===== config.mk =====
export PLATFORM = sky130hd
export DESIGN_NAME = buart_fifo
export DESIGN_NICKNAME = d
export VERILOG_FILES = /design/src/rtl/buart_pkg.sv /design/src/rtl/buart_sfifo.sv /design/src/rtl/buart_fifo.sv
export SDC_FILE = /design/constraint.sdc
export NUM_CORES = 1
export LEC_CHECK = 0
export BUFFER_PORTS_ARGS = -buffer_cell sky130_fd_sc_hd__buf_2
export CORE_MARGIN = 2
export CORE_UTILIZATION = 67
export DETAILED_ROUTE_END_ITERATION = 8
export PLACE_DENSITY = 0.86
export SLEW_MARGIN = 0
export SYNTH_ARGS = -nofsm -noshare
export SYNTH_HDL_FRONTEND = slang
export SYNTH_SLANG_ARGS = --single-unit

===== constraint.sdc =====
create_clock -name clk -period 7.6 [get_ports clk]
set_input_delay 1.14 -clock clk [delete_from_list [all_inputs] [get_ports clk]]
set_output_delay 1.14 -clock clk [all_outputs]
set_load 0.02 [all_outputs]

===== src/rtl/buart_pkg.sv =====
// Shared constants for the buffered UART: parity modes, FSM encodings and
// the frame-length helper used to size the shifters and bit counters.
package buart_pkg;

  localparam int PARITY_NONE = 0;
  localparam int PARITY_ODD  = 1;
  localparam int PARITY_EVEN = 2;

  // TX FSM encoding
  localparam logic TX_IDLE  = 1'b0;
  localparam logic TX_SHIFT = 1'b1;

  // RX FSM encoding
  localparam logic [2:0] RX_IDLE   = 3'd0;
  localparam logic [2:0] RX_START  = 3'd1;
  localparam logic [2:0] RX_DATA   = 3'd2;
  localparam logic [2:0] RX_PARITY = 3'd3;
  localparam logic [2:0] RX_STOP   = 3'd4;

  // Total bits on the wire: start + payload + optional parity + stop bits.
  function automatic int frame_len(input int data_bits, input int parity, input int stop_bits);
    return 1 + data_bits + ((parity != PARITY_NONE) ? 1 : 0) + stop_bits;
  endfunction

endpackage


===== src/rtl/buart_sfifo.sv =====
// Synchronous FIFO with first-word fall-through head. A push into a full
// FIFO lands only if a pop happens in the same cycle; a pop on empty is ignored.
module buart_sfifo #(
  parameter int WIDTH = 8,
  parameter int DEPTH = 16
) (
  input  logic                   clk,
  input  logic                   rst_n,
  input  logic                   push,
  input  logic [WIDTH-1:0]       push_data,
  input  logic                   pop,
  output logic [WIDTH-1:0]       head,
  output logic                   full,
  output logic                   empty,
  output logic [$clog2(DEPTH):0] level
);

  localparam int AW = $clog2(DEPTH);

  logic [WIDTH-1:0] mem [DEPTH];
  logic [AW-1:0]    wptr;
  logic [AW-1:0]    rptr;
  logic             do_pop;
  logic             do_push;

  assign empty   = (level == '0);
  assign full    = (level == (AW + 1)'(DEPTH));
  assign do_pop  = pop && !empty;
  assign do_push = push && (!full || do_pop);
  assign head    = mem[rptr];

  // Storage write; contents need no reset because level gates visibility.
  always_ff @(posedge clk) begin
    if (do_push) mem[wptr] <= push_data;
  end

  // Pointers wrap naturally (DEPTH is a power of 2); level tells full from empty.
  always_ff @(posedge clk or negedge rst_n) begin
    if (!rst_n) begin
      wptr  <= '0;
      rptr  <= '0;
      level <= '0;
    end else begin
      if (do_push) wptr <= wptr + 1'b1;
      if (do_pop)  rptr <= rptr + 1'b1;
      level <= level + {{AW{1'b0}}, do_push} - {{AW{1'b0}}, do_pop};
    end
  end

endmodule


===== src/rtl/buart_fifo.sv =====
// Buffered UART: configurable frame, TX/RX FIFOs, start-bit glitch rejection,
// per-word framing/parity flags and a sticky overrun flag.
// Bus side: wr and rd are single-cycle strobes sampled on the rising clock;
// wr is accepted when the TX FIFO has room (or is popped the same cycle),
// rd is accepted when valid=1; there is no back-pressure beyond tx_full/valid.
module buart_fifo
  import buart_pkg::*;
#(
  parameter int FREQ_HZ    = 6000000,
  parameter int BAUDS      = 9600,
  parameter int DATA_BITS  = 8,
  parameter int PARITY     = 0,
  parameter int STOP_BITS  = 1,
  parameter int FIFO_DEPTH = 16
) (
  input  logic                        clk,
  input  logic                        resetq,
  input  logic                        rx_raw,
  output logic                        tx,
  input  logic                        wr,
  input  logic [DATA_BITS-1:0]        tx_data,
  input  logic                        rd,
  output logic [DATA_BITS-1:0]        rx_data,
  output logic                        rx_ferr,
  output logic                        rx_perr,
  output logic                        valid,
  output logic                        tx_full,
  output logic                        busy,
  output logic                        overrun,
  input  logic                        clr_ovr,
  output logic [$clog2(FIFO_DEPTH):0] rx_level,
  output logic [$clog2(FIFO_DEPTH):0] tx_level
);

  localparam int DIV  = FREQ_HZ / BAUDS;
  localparam int FLEN = frame_len(DATA_BITS, PARITY, STOP_BITS);
  localparam int CW   = $clog2(DIV) + 1;
  localparam int IW   = $clog2(FLEN);

  localparam logic [CW-1:0] BIT_RELOAD  = CW'(DIV - 1);
  localparam logic [CW-1:0] HALF_RELOAD = CW'(DIV / 2 - 1);

  // ---------------- reset: async assert, sync deassert ----------------
  logic [1:0] rst_sync;
  logic       rst_n;

  // Release of the internal reset is retimed to clk.
  always_ff @(posedge clk or negedge resetq) begin
    if (!resetq) rst_sync <= 2'b00;
    else         rst_sync <= {rst_sync[0], 1'b1};
  end
  assign rst_n = rst_sync[1];

  // ---------------- TX path ----------------
  logic [DATA_BITS-1:0] tx_head;
  logic                 tx_empty;
  logic                 tx_pop;
  logic                 tx_state;
  logic [CW-1:0]        tx_cnt;
  logic [IW-1:0]        tx_idx;
  logic [FLEN-1:0]      tx_sh;
  logic [FLEN-1:0]      tx_frame;
  logic                 tx_bit_end;
  logic                 tx_last;

  buart_sfifo #(.WIDTH(DATA_BITS), .DEPTH(FIFO_DEPTH)) u_tx_fifo (
    .clk       (clk),
    .rst_n     (rst_n),
    .push      (wr),
    .push_data (tx_data),
    .pop       (tx_pop),
    .head      (tx_head),
    .full      (tx_full),
    .empty     (tx_empty),
    .level     (tx_level)
  );

  // Build the complete wire frame (LSB transmitted first) from the FIFO head.
  always_comb begin
    tx_frame                = '1;
    tx_frame[0]             = 1'b0;
    tx_frame[DATA_BITS:1]   = tx_head;
    if (PARITY == PARITY_ODD)       tx_frame[DATA_BITS+1] = ~^tx_head;
    else if (PARITY == PARITY_EVEN) tx_frame[DATA_BITS+1] = ^tx_head;
  end

  assign tx_bit_end = (tx_state == TX_SHIFT) && (tx_cnt == '0);
  assign tx_last    = (tx_idx == IW'(FLEN - 1));
  // Pop from idle, or straight out of the last stop bit for gap-free frames.
  assign tx_pop     = !tx_empty && ((tx_state == TX_IDLE) || (tx_bit_end && tx_last));
  assign busy       = !tx_empty || (tx_state == TX_SHIFT);

  // TX shifter: each bit is held DIV clocks; start bit goes out the cycle after the pop.
  always_ff @(posedge clk or negedge rst_n) begin
    if (!rst_n) begin
      tx_state <= TX_IDLE;
      tx_cnt   <= '0;
      tx_idx   <= '0;
      tx_sh    <= '1;
      tx       <= 1'b1;
    end else if (tx_pop) begin
      tx_state <= TX_SHIFT;
      tx       <= tx_frame[0];
      tx_sh    <= {1'b1, tx_frame[FLEN-1:1]};
      tx_cnt   <= BIT_RELOAD;
      tx_idx   <= '0;
    end else if (tx_state == TX_SHIFT) begin
      if (tx_cnt == '0) begin
        if (tx_last) begin
          tx_state <= TX_IDLE;
          tx       <= 1'b1;
        end else begin
          tx     <= tx_sh[0];
          tx_sh  <= {1'b1, tx_sh[FLEN-1:1]};
          tx_idx <= tx_idx + 1'b1;
          tx_cnt <= BIT_RELOAD;
        end
      end else begin
        tx_cnt <= tx_cnt - 1'b1;
      end
    end
  end

  // ---------------- RX path ----------------
  logic [1:0]             rx_sync;
  logic                   rx_s;
  logic [2:0]             rx_state;
  logic [CW-1:0]          rx_cnt;
  logic [IW-1:0]          rx_idx;
  logic [DATA_BITS-1:0]   rx_sh;
  logic                   rx_perr_r;
  logic                   rx_push;
  logic [DATA_BITS+1:0]   rx_word;
  logic [DATA_BITS+1:0]   rx_head;
  logic                   rx_empty;
  logic                   rx_full;
  logic                   ovr_set;

  // Two-flop synchroniser, idles high so reset never looks like a start bit.
  always_ff @(posedge clk or negedge rst_n) begin
    if (!rst_n) rx_sync <= 2'b11;
    else        rx_sync <= {rx_sync[0], rx_raw};
  end
  assign rx_s = rx_sync[1];

  // RX deframer: sample at mid-bit, reject short start pulses, push on first stop sample.
  always_ff @(posedge clk or negedge rst_n) begin
    if (!rst_n) begin
      rx_state  <= RX_IDLE;
      rx_cnt    <= '0;
      rx_idx    <= '0;
      rx_sh     <= '0;
      rx_perr_r <= 1'b0;
      rx_push   <= 1'b0;
      rx_word   <= '0;
    end else begin
      rx_push <= 1'b0;
      case (rx_state)
        RX_IDLE: begin
          if (!rx_s) begin
            rx_state <= RX_START;
            rx_cnt   <= HALF_RELOAD;
          end
        end
        RX_START: begin
          if (rx_cnt == '0) begin
            if (rx_s) begin
              rx_state <= RX_IDLE;
            end else begin
              rx_state <= RX_DATA;
              rx_cnt   <= BIT_RELOAD;
              rx_idx   <= '0;
            end
          end else begin
            rx_cnt <= rx_cnt - 1'b1;
          end
        end
        RX_DATA: begin
          if (rx_cnt == '0) begin
            rx_sh  <= {rx_s, rx_sh[DATA_BITS-1:1]};
            rx_cnt <= BIT_RELOAD;
            if (rx_idx == IW'(DATA_BITS - 1)) begin
              rx_perr_r <= 1'b0;
              rx_state  <= (PARITY != PARITY_NONE) ? RX_PARITY : RX_STOP;
            end else begin
              rx_idx <= rx_idx + 1'b1;
            end
          end else begin
            rx_cnt <= rx_cnt - 1'b1;
          end
        end
        RX_PARITY: begin
          if (rx_cnt == '0) begin
            if (PARITY == PARITY_ODD) rx_perr_r <= ~(^{rx_sh, rx_s});
            else                      rx_perr_r <= ^{rx_sh, rx_s};
            rx_state <= RX_STOP;
            rx_cnt   <= BIT_RELOAD;
          end else begin
            rx_cnt <= rx_cnt - 1'b1;
          end
        end
        RX_STOP: begin
          if (rx_cnt == '0) begin
            rx_push  <= 1'b1;
            rx_word  <= {rx_perr_r, !rx_s, rx_sh};
            rx_state <= RX_IDLE;
          end else begin
            rx_cnt <= rx_cnt - 1'b1;
          end
        end
        default: rx_state <= RX_IDLE;
      endcase
    end
  end

  buart_sfifo #(.WIDTH(DATA_BITS + 2), .DEPTH(FIFO_DEPTH)) u_rx_fifo (
    .clk       (clk),
    .rst_n     (rst_n),
    .push      (rx_push),
    .push_data (rx_word),
    .pop       (rd),
    .head      (rx_head),
    .full      (rx_full),
    .empty     (rx_empty),
    .level     (rx_level)
  );

  assign {rx_perr, rx_ferr, rx_data} = rx_head;
  assign valid   = !rx_empty;
  // A word is lost only when the FIFO is full and no pop frees a slot this cycle.
  assign ovr_set = rx_push && rx_full && !(rd && valid);

  // Sticky overrun; a new drop takes priority over a clear in the same cycle.
  always_ff @(posedge clk or negedge rst_n) begin
    if (!rst_n)       overrun <= 1'b0;
    else if (ovr_set) overrun <= 1'b1;
    else if (clr_ovr) overrun <= 1'b0;
  end

endmodule


==> summary.md, run 1 <==
| Metric | Value |
|---|---|
| Status | `finished clean` |
| Die Span Y | `158 um` |
| Final setup TNS | `0 ns` |
| Layout cells sized above 1 | `23.8%` |
| Post-Syn Instances | `937` |
| Total routed wirelength | `about 33 mm` |
| Worst r2r path cells | `13` |
| Sink Count | `about 380` |
| # Post-CTS Setup Buffers | `0` |
| Endpoints failing setup | `0` |
| Crit path time final | `4.16 ns` |
| # rows | `56` |
| Crit path required time | `6.46 ns` |
| Peak Freq | `0.240 GHz` |
| Max-slew headroom | `16.3%` |
| Top cell type's share of synthesized area | `54.2%` |
| Die Area | `25100 sq um` |
| First DRT Iteration DRCs | `732` |
| HP Class | `flip-flop to async pin` |
| Vias | `8672` |
| Design Area, Final | `17700 sq um` |
| Post-synthesis register bit count | `382` |
| Clk slew on worst S/H paths | `0.06 ns` |
| Design Power | `5060 uW` |
| Post-synthesis cell area | `approximately 16000 sq um` |
| Final net count | `approximately 1000` |
| Area grow syn2layout | `10.7%` |
| PortBufs | `38` |
| Worst hold slack | `0.213 ns` |
| Hold Buf Count CTS | `0` |
| Drt wl/cell | `24.9 um` |
| Startpoint types | `flip-flop` |
| TritonCTS clock tree | `built` |
| PwrDens | `287 nW/um^2` |
| Post-DP HPWL | `20.1 mm` |
| Number of global-route vias before repair | `8829` |
| Top cells by area, synth | `edfxtp_1, dfrtp_1, mux4_2, ha_1, dfstp_2` |
| Ys flop type | `edfxtp_1` |
| Post-DRT Antenna Nets | `0` |
| Worst EP arrival | `~3.0 ns` |
| Drt pass-1 iters | `5` |
| Clk root buf | `clkbuf_16` |
| RSZ-0062 raised after global routing | `no` |
| P_sw | `about 1300 uW` |
| TritonCTS buffer count | `39` |
| Antenna Cells | `0` |
| Worst slew pin tran | `between 1 and 1.5 ns` |
| Hold Fails Final Rpt | `0` |
| Synth area leader | `edfxtp_1` |
| P_int | `3720 uW` |
| Fin util | `around three quarters` |
| # DRC | `0` |
| Ys Warns | `0` |
| DR vias/cell | `6.44` |
| Clk Latency, worst-skew pair | `0.52 ns` |
| Max_cap viols | `0` |
| Initial antenna violation count | `0` |
| Comb power frac | `15.7%` |
| CTS resizes | `0` |
| Netlist cell types | `76` |
| Cell Area, Placed | `16500 sq um` |
| Sequential-to-total area share from yosys stat | `69.1%` |
| Leakage | `0.00635 uW` |
| Skew final | `0.0138 ns` |
| WS Path Type | `flip-flop to primary output` |
| H-tree levels | `2` |
| Fillers | `1324` |
| Max Root-Sink Buffers | `3` |
| Initial Util | `68.2%` |
| Chip Width | `between 150 and 200 um` |
| Post-synth EDFFs | `between 200 and 300` |
| Crit Path Max Fanout | `32` |
| Io pins | `39` |
| Period utilization | `54.8%` |
| Crit path capture type | `primary output` |
| GR Util All Layers | `28.2%` |
| Synthesized area per cell | `17.0 sq um` |
| Sequential fraction of design power | `50.3%` |
| Core area | `23400 sq um` |
| Clock share of power | `between 30% and 40%` |
| Sw frac | `26.5%` |
| Asr flop ratio synth | `24.6%` |
| First-pass GRT wire length | `about 52 mm` |
| RD Place Congestion | `approximately 0.84` |
| Gr ovfl total | `0` |
| Syn_nets | `981` |
| Max VDD drop | `257 uV` |
| Final Slew Violations | `0` |
| Pin count of the biggest net entering global routing | `70` |
## power groups by stage
stage                     logic (uW)  registers [uW]  clock network, uW
after floorplan                  620            2530                  0
after global placement           751            2570                  0
after detailed placement         785            2580                  0
after CTS                        802            2550               1740
after global routing             869            2560               1820
final                            793            2540               1720
## synthesized netlist by cell type (all sizes together), types with 7 or more instances
cell type,n
ha,28
inv,38
dfstp,11
and2,7
clkbuf,17
o22ai,8
nand2b,8
o21ai,30
edfxtp,288
mux4,82
a21oi,19
nor2,61
xnor2,27
buf,22
dfrtp,83
mux2i,11
nand2,46
xor2,9
mux2,22
nand3,14
nand4,7
nor3,19
## layout make-up
class,count,area (sq um),share of cell area (%)
Clock buffer,62,1080,6.13
Multi-Input combinational cell,478,4610,26.1
Inverter,38,143,0.808
Timing Repair Buffer,59,348,1.97
Clock inverter,8,50.0,0.283
Sequential cell,382,11000,62.4
Tap cell,319,399,2.26
## flip-flops by register name (all words and copies together), names as in the netlist, 2 cells and up
signal	flops
tx_cnt	11
u_rx_fifo.level	5
u_tx_fifo.rptr	4
tx_sh	8
u_tx_fifo.mem	128
rx_cnt	11
u_rx_fifo.rptr	4
rx_word	10
rx_sh	8
rx_state	3
rst_sync	2
u_rx_fifo.mem	160
rx_sync	2
u_tx_fifo.wptr	4
u_tx_fifo.level	5
u_rx_fifo.wptr	4
tx_idx	4
rx_idx	4
## cell families after synthesis
kind of cell / Yosys count / synth area share [%]
flops: 382 / 69.1
simple gates: 201 / 6.65
mux: 115 / 13.8
compound gates: 95 / 3.99
buf+inv: 77 / 2.02
xor+xnor: 36 / 1.98
fa+ha+maj: 30 / 2.45
other cells: 1 / 0.0235
## worst paths after layout
path                                    startpoint            endpoint  slack, ns
worst max-delay path             u_rx_fifo.rptr[0]          rx_data[2]       3.44
worst min-delay path                   rst_sync[1]           tx_cnt[8]       0.21
worst max register to register  u_tx_fifo.level[3]  u_tx_fifo.level[4]       4.37
worst min register to register         rst_sync[1]           tx_cnt[8]       0.21
max in group asynchronous              rst_sync[1]   u_tx_fifo.rptr[0]       6.17
min in group clk                        rx_sync[0]          rx_sync[1]       0.35
## worst max-delay path, cell delays in order, from the launching register on
cell and delay [ns]:
dfrtp_2 0.59, buf_4 0.59, mux4_2 0.61, mux4_2 0.51, buf_2 0.18
## stage by stage
stage	worst slack [ns]	cells
after CTS	3.39	1346
final	3.44	1346
after global placement	4.01	1276
after detailed placement	3.98	1276
after floorplan	4.52	937
after global routing	3.27	1346
## cell usage in the layout, fill, tap and decap left out, types with 3 or more instances in the layout
master / count
xor2_1: 9
nand3b_1: 3
nor2_1: 60
nand4b_1: 3
or3_1: 6
nand2_1: 44
buf_2: 38
dfstp_2: 11
nand3_1: 13
inv_1: 36
clkinv_2: 3
mux2_2: 21
dfrtp_1: 80
a31oi_1: 4
and3_1: 4
nor2b_1: 6
nand2b_1: 8
mux4_2: 82
edfxtp_1: 288
nor3_1: 15
xnor2_1: 27
o211ai_1: 4
ha_1: 28
clkbuf_16: 39
clkbuf_1: 21
o21ai_1: 7
nor3b_1: 4
mux2i_1: 11
buf_4: 21
a21oi_1: 19
o22ai_1: 8
nand4_1: 7
o21ai_0: 21
and2_1: 7
a21o_1: 3
o311ai_0: 3
## routing by layer
metal | vias up | global-route usage [%] | wire length [um]
met4 | 0 | 10.3 | 1130
met1 | 4464 | 37.1 | 12700
li1 | 3744 | - | -
met5 | - | 0 | 0
met3 | 79 | 4.63 | 2100
met2 | 385 | 48.3 | 17600
Note: power is estimated with default switching activity, not from simulation.
==> run 2: changes to the inputs <==
--- a/config.mk
+++ b/config.mk
@@ -5,11 +5,12 @@
 export SDC_FILE = /design/constraint.sdc
 export NUM_CORES = 1
 export LEC_CHECK = 0
+export ABC_AREA = 1
 export BUFFER_PORTS_ARGS = -buffer_cell sky130_fd_sc_hd__buf_2
 export CORE_MARGIN = 2
-export CORE_UTILIZATION = 67
+export CORE_UTILIZATION = 62
 export DETAILED_ROUTE_END_ITERATION = 8
-export PLACE_DENSITY = 0.86
+export PLACE_DENSITY = 0.8
 export SLEW_MARGIN = 0
 export SYNTH_ARGS = -nofsm -noshare
 export SYNTH_HDL_FRONTEND = slang
==> constraint.sdc (replaced) <==
create_clock -name clk -period 4.2 [get_ports clk]
set_input_delay 0.63 -clock clk [delete_from_list [all_inputs] [get_ports clk]]
set_output_delay 0.63 -clock clk [all_outputs]
set_load 0.02 [all_outputs]
==> summary.md, run 2 <==
| Metric | Value |
|---|---|
| Status | `finished clean` |
| Clk root buf | `clkbuf_16` |
| Hold depth | `1` |
| Total routed wirelength | `34.4 mm (+2.7%)` |
| Netlist cell types | `37 (-51%)` |
| Initial Util | `62.6% (-5.6 points)` |
| Post-DP HPWL | `21.5 mm (+7.3%)` |
| Drt wl/cell | `17.4 um (-30%)` |
| Die Span Y | `168 um (+6.3%)` |
| PortBufs | `38 (unchanged)` |
| Fillers | `1899 (+43%)` |
| Startpoint types | `flip-flop` |
| TritonCTS clock tree | `built` |
| Top cells by area, synth | `edfxtp_1, dfrtp_1, nand2_1, nor2_1, o21ai_0` |
| Number of global-route vias before repair | `11100 (+25%)` |
| Crit path required time | `3.57 ns (-2.89 ns)` |
| Clk slew on worst S/H paths | `0.06 ns (about the same)` |
| Gr ovfl total | `0 (unchanged)` |
| Die Area | `28300 sq um (+13%)` |
| Final net count | `1648 (+58%)` |
| Initial antenna violation count | `0 (unchanged)` |
| Crit path time final | `3.27 ns` |
| Final setup TNS | `0 ns (unchanged)` |
| Drt pass-1 iters | `5 (unchanged)` |
| Crit Path Max Fanout | `48 (+50%)` |
| TritonCTS buffer count | `40 (+2.6%)` |
| Antenna Cells | `0 (unchanged)` |
| # Post-CTS Setup Buffers | `0 (unchanged)` |
| Ys Warns | `0 (unchanged)` |
| Max-slew headroom | `21.0% (+4.6 points)` |
| H-tree levels | `2 (unchanged)` |
| Asr flop ratio synth | `24.6% (unchanged)` |
| Endpoints failing setup | `0 (unchanged)` |
| CTS resizes | `0 (unchanged)` |
| Design Power | `10200 uW (+100%)` |
| # rows | `60 (+7.1%)` |
| # DRC | `0 (unchanged)` |
| Synth top cells by count | `nand2_1, edfxtp_1, nor2_1, o21ai_0, nand3_1` |
| DR vias/cell | `5.70 (-12%)` |
| Crit path capture type | `primary output` |
| Finished Layout Cells | `1976 (+47%)` |
| GR Util All Layers | `24.7% (-3.5 points)` |
| Chip Width | `168 um (+6.3%)` |
| Placed cells | `1902 (+49%)` |
| Synthesized area per cell | `10.6 sq um (-38%)` |
| Max Root-Sink Buffers | `3 (unchanged)` |
| Post-synth EDFFs | `288 (unchanged)` |
| Post-DRT Antenna Nets | `0 (unchanged)` |
| RD Place Congestion | `0.848 (+0.57%)` |
| Max_cap viols | `0 (unchanged)` |
| Worst r2r path cells | `14 (+1)` |
| Count leader, synth | `nand2_1` |
| Post-synthesis cell area | `16700 sq um (+4.8%)` |
| Synth area leader | `edfxtp_1` |
| Ys flop type | `edfxtp_1` |
| Leakage | `0.00751 uW (+18%)` |
| Hold Buf Count CTS | `1 (+1)` |
| Sink Count | `382 (unchanged)` |
| Worst EP arrival | `2.64 ns (-0.38 ns)` |
| Vias | `11300 (+30%)` |
| Top cell type's share of synthesized area | `51.7% (-2.5 points)` |
| RSZ-0062 raised after global routing | `no` |
| Fin util | `68.8% (-6.6 points)` |
| Final Slew Violations | `0 (unchanged)` |
| Sequential-to-total area share from yosys stat | `65.9% (-3.2 points)` |
| Max VDD drop | `481 uV (+87%)` |
| Layout cells sized above 1 | `8.56% (-15 points)` |
| Worst hold slack | `0.199 ns (-0.0145 ns)` |
| Reg with most FFs | `u_rx_fifo.mem` |
| Syn_nets | `1625 (+66%)` |
| Max reg flops | `160 (unchanged)` |
| Area grow syn2layout | `10.0%` |
| Core area | `26700 sq um (+14%)` |
| WS Path Type | `flip-flop to primary output` |
| Commonest non-fill, non-tap cell in the layout | `nand2_1` |
| First DRT Iteration DRCs | `1067 (+46%)` |
| Biggest regs | `u_rx_fifo.mem x160, u_tx_fifo.mem x128` |
| First-pass GRT wire length | `55.8 mm (+8.1%)` |
| Worst slew pin tran | `1.18 ns (-0.0693 ns)` |
| HP Class | `primary input to flip-flop` |
| Clk Latency, worst-skew pair | `0.53 ns (about the same)` |
| Io pins | `39 (unchanged)` |
| Post-synthesis register bit count | `382 (unchanged)` |
| Skew final | `0.0111 ns (-0.00276 ns)` |
| Peak Freq | `slightly above 0.3 GHz` |
| Post-Syn Instances | `1581 (+69%)` |
| Pin count of the biggest net entering global routing | `79 (+13%)` |
| PwrDens | `553 nW/um^2 (+93%)` |
| Commonest non-fill, non-tap cells in the layout | `nand2_1, edfxtp_1, nor2_1` |
| Area of the multi-input gates | `5020 sq um (+8.8%)` |
| Hold Fails Final Rpt | `0 (unchanged)` |
| Period utilization | `77.8%` |
| FF+latch area | `11000 sq um (about the same)` |
[run 2: power breakdown]
part           switching [uW]  internal, uW  total, uW
Combinational            1570           763       2340
Clock                    1420          1940       3360
Sequential                210          4270       4480
Total                    3210          6970      10200
[run 2: cells by family after synthesis]
| group | Yosys count | synth area share [%] |
|---|---|---|
| AOI/OAI and AO/OA | 235 | 7.95 |
| buffers and inverters | 174 | 4.12 |
| adders and majority gates | 30 | 2.33 |
| xor gates and xnor gates | 39 | 2.04 |
| and+or+nand+nor | 720 | 17.7 |
| DFF | 382 | 65.9 |
| other | 1 | 0.0224 |
[run 2: through the flow]
stage	instance area (sq um)	setup slack, ns
3_3_place_gp	17100	1.40
2_1_floorplan	16700	1.41
4_1_cts	18400	0.935
3_5_place_dp	17100	1.26
5_1_grt	18400	0.771
6_report	18400	0.934
[run 2: path summary, 6_finish.rpt]
kind / from / to / slack [ns]
min in group asynchronous: resetq / rst_sync[1] / 0.41
setup reg to reg: tx_cnt[0] / u_tx_fifo.level[4] / 1.26
hold / removal: rx_raw / rx_sync[0] / 0.20
max in group asynchronous: rst_sync[1] / tx_sh[2] / 2.79
setup / recovery: u_rx_fifo.rptr[0] / rx_data[4] / 0.93
hold reg to reg: rx_sync[0] / rx_sync[1] / 0.36
[run 2: worst max-delay path, stage by stage (launching register included)]
cell      delay (ns)
dfrtp_2         0.74
buf_4           0.48
o21ai_0         0.18
o211ai_1        0.26
nand3_1         0.17
nand2_1         0.11
buf_2           0.16
[run 2: metal layers]
metal	share of wire, %	vias up	GRT usage (%)
li1	-	5409	-
met5	0	-	0
met3	4.9	82	3.27
met1	41	5450	31.5
met2	52	320	44.4
met4	2.6	0	7.27
[run 2: area by class of cell]
cell class	instances	share of cell area [%]
clock buffers	52	5.79
flip-flops and latches	382	59.9
inverters	106	2.16
repair buffers	49	1.50
clock inverters	21	1.05
well taps	341	2.32
multi-input cells	1025	27.3
==> run 3: changes to the inputs <==
--- a/config.mk
+++ b/config.mk
@@ -8,9 +8,9 @@
 export ABC_AREA = 1
 export BUFFER_PORTS_ARGS = -buffer_cell sky130_fd_sc_hd__buf_2
 export CORE_MARGIN = 2
-export CORE_UTILIZATION = 62
+export CORE_UTILIZATION = 56
 export DETAILED_ROUTE_END_ITERATION = 8
-export PLACE_DENSITY = 0.8
+export PLACE_DENSITY = 0.76
 export SLEW_MARGIN = 0
 export SYNTH_ARGS = -nofsm -noshare
 export SYNTH_HDL_FRONTEND = slang
==> constraint.sdc (replaced) <==
create_clock -name clk -period 2.8 [get_ports clk]
set_input_delay 0.42 -clock clk [delete_from_list [all_inputs] [get_ports clk]]
set_output_delay 0.42 -clock clk [all_outputs]
set_load 0.02 [all_outputs]
==> summary.md, run 3 (same netlist as run 2, synthesis figures left out) <==
| Metric | Value |
|---|---|
| Leakage | `0.00783 uW (+4.2%)` |
| Initial antenna violation count | `0 (unchanged)` |
| Die Area | `31300 sq um (+10%)` |
| Clk root buf | `clkbuf_16` |
| H-tree levels | `2 (unchanged)` |
| Sequential fraction of design power | `42.7% (-1.3 points)` |
| Core area | `29600 sq um (+11%)` |
| Io pins | `39 (unchanged)` |
| Area grow syn2layout | `13.0%` |
| First-pass GRT wire length | `57.3 mm (+2.7%)` |
| Crit path time final | `2.66 ns` |
| Clock share of power | `32.9% (about the same)` |
| Worst EP arrival | `2.24 ns (-0.40 ns)` |
| Sink Count | `382 (unchanged)` |
| Crit Path Max Fanout | `82 (+71%)` |
| Comb power frac | `24.4% (+1.4 points)` |
| Reg with most FFs | `u_rx_fifo.mem` |
| TritonCTS clock tree | `built` |
| Placed cells | `1991 (+4.7%)` |
| FF+latch area | `11000 sq um (about the same)` |
| Die Span Y | `177 um (+5.1%)` |
| Crit path capture type | `primary output` |
| Area of the multi-input gates | `5020 sq um (about the same)` |
| Crit path required time | `2.38 ns (-1.19 ns)` |
| Max VDD drop | `627 uV (+31%)` |
| Number of global-route vias before repair | `11200 (+1.5%)` |
| Initial Util | `56.6% (-6.0 points)` |
| HP Class | `primary input to flip-flop` |
| PortBufs | `38 (unchanged)` |
| Clk slew on worst S/H paths | `0.06 ns (about the same)` |
| WS Path Type | `flip-flop to primary output` |
| Top delay family on crit path | `buffers and inverters` |
| CP cell instances | `buf_6 > o21ai_0 > o211ai_1 > nand3_1 > nand2_1 > buf_2` |
| Slowest stage delay, CP | `0.43 ns (-0.31 ns)` |
| Layout cells sized above 1 | `10.9% (+2.3 points)` |
| Chip Width | `177 um (+5.1%)` |
| Final Slew Violations | `0 (unchanged)` |
| Skew final | `0.0206 ns (+0.00952 ns)` |
| GR Util All Layers | `23.2% (-1.5 points)` |
| PwrDens | `829 nW/um^2 (+50%)` |
| Design Power | `15700 uW (+54%)` |
| Status | `finished clean` |
| P_sw | `4890 uW (+53%)` |
| Hold Fails Final Rpt | `0 (unchanged)` |
| Antenna Cells | `0 (unchanged)` |
| Finished Layout Cells | `2068 (+4.7%)` |
| DR vias/cell | `5.54 (-2.9%)` |
| Max_cap viols | `0 (unchanged)` |
| Worst slew pin tran | `0.754 ns (-0.427 ns)` |
| Fillers | `2237 (+18%)` |
| TritonCTS buffer count | `39 (-2.5%)` |
| Drt wl/cell | `17.3 um (-0.57%)` |
| P_int | `10800 uW (+55%)` |
| Max reg flops | `160 (unchanged)` |
| Post-DP HPWL | `22.3 mm (+3.5%)` |
| Worst Path Buf+Inv | `2 (unchanged)` |
| Startpoint types | `flip-flop` |
| Endpoints failing setup | `0 (unchanged)` |
| Sw frac | `31.2% (-0.29 points)` |
| Commonest non-fill, non-tap cells in the layout | `nand2_1, edfxtp_1, nor2_1` |
| Vias | `11400 (+1.7%)` |
| Pin count of the biggest net entering global routing | `83 (+5.1%)` |
| Final net count | `1691 (+2.6%)` |
| # DRC | `0 (unchanged)` |
| Max Root-Sink Buffers | `3 (unchanged)` |
| Total routed wirelength | `35.8 mm (+4.1%)` |
| Critical Path Slowest Stage Cell | `buf_6` |
| Commonest non-fill, non-tap cell in the layout | `nand2_1` |
| Gr ovfl total | `0 (unchanged)` |
| Clk Latency, worst-skew pair | `0.52 ns (about the same)` |
| Drt pass-1 iters | `5 (unchanged)` |
| Design Area, Final | `18900 sq um (+2.7%)` |
| First DRT Iteration DRCs | `906 (-15%)` |
| Post-DRT Antenna Nets | `0 (unchanged)` |
| Period utilization | `between 90% and 100%` |
| # rows | `63 (+5.0%)` |
| Cell Area, Placed | `17600 sq um (+2.5%)` |
| Max-slew headroom | `49.7% (+29 points)` |
| Peak Freq | `0.375 GHz` |
| RD Place Congestion | `0.874 (+3.1%)` |
| Biggest regs | `u_rx_fifo.mem x160, u_tx_fifo.mem x128` |
-- run 3: cell types whose count changed in the layout (fill, tap and decap cells not counted), moves of 2 or more --
cell,change
nor2_2,+2
clkinv_1,-3
clkinv_2,-2
clkbuf_1,+4
bufinv_16,+2
buf_4,+37
nor2_1,-2
buf_12,+5
-- run 3: path summary, 6_finish.rpt --
kind	from	to	slack, ns	cells past startpoint
min in group asynchronous	resetq	rst_sync[1]	0.21	2
max	u_rx_fifo.rptr[0]	rx_perr	0.14	6
min	clr_ovr	overrun	0.10	2
min reg2reg	rst_sync[1]	rx_state[1]	0.30	0
max in group asynchronous	rst_sync[1]	tx_sh[6]	1.78	1
max reg2reg	tx_cnt[0]	u_tx_fifo.level[4]	0.19	16
-- run 3: worst register-to-register path: cells and delay by family, from the launching register on --
| kind | cells | cell delay [ns] |
|---|---|---|
| AO/OA/AOI/OAI | 2 | 0.31 |
| XOR/XNOR | 1 | 0.13 |
| adder cells (fa/ha/maj) | 3 | 0.63 |
| buffers and inverters | 3 | 0.34 |
| flip-flops | 1 | 0.41 |
| AND/OR/NAND/NOR | 7 | 0.67 |
-- run 3: what timing repair did --
item / CTS / global route
setup endpoints to repair: 2 / 12
hold buffers: 2 / 0
hold endpoints to repair: 3 / 0
setup buffers: 0 / 3
gates resized for setup: 2 / 5
pin swaps: 0 / 1
-- run 3: through the flow --
step	TNS (ns)	hold slack [ns]	worst slack (ns)	utilization [%]
3_3_place_gp	0	0.206	0.263	59.4
2_1_floorplan	0	0.124	0.00702	-
6_report	0	0.101	0.137	63.9
5_1_grt	-0.0457	0.130	-0.0320	63.9
3_5_place_dp	0	0.206	0.119	59.4
4_1_cts	0	0.0956	0.0804	63.8
-- run 3: layout make-up --
cell class,count,area share (%)
Clock buffer,56,5.72
Timing Repair Buffer,93,3.57
Inverter,106,2.13
Tap cell,390,2.58
Multi-Input combinational cell,1025,26.6
Sequential cell,382,58.4
Clock inverter,16,1.03
-- run 3: metal layers --
metal	routed length, um	part of all wire, %	up-vias	track usage [%]
li1	-	-	5503	-
met1	14300	40	5516	29.0
met2	18500	52	364	42.2
met3	2200	6.1	66	2.92
met4	816	2.3	0	7.02
met5	0	0	-	0
-- run 3: power by group through the flow --
stage | Clock, uW | Sequential [uW] | Combinational [uW]
detailed placement | 0 | 6790 | 3780
global route | 5450 | 6730 | 4250
CTS | 5230 | 6680 | 3840
global placement | 0 | 6770 | 3640
finish | 5150 | 6690 | 3820
floorplan | 0 | 6760 | 2580
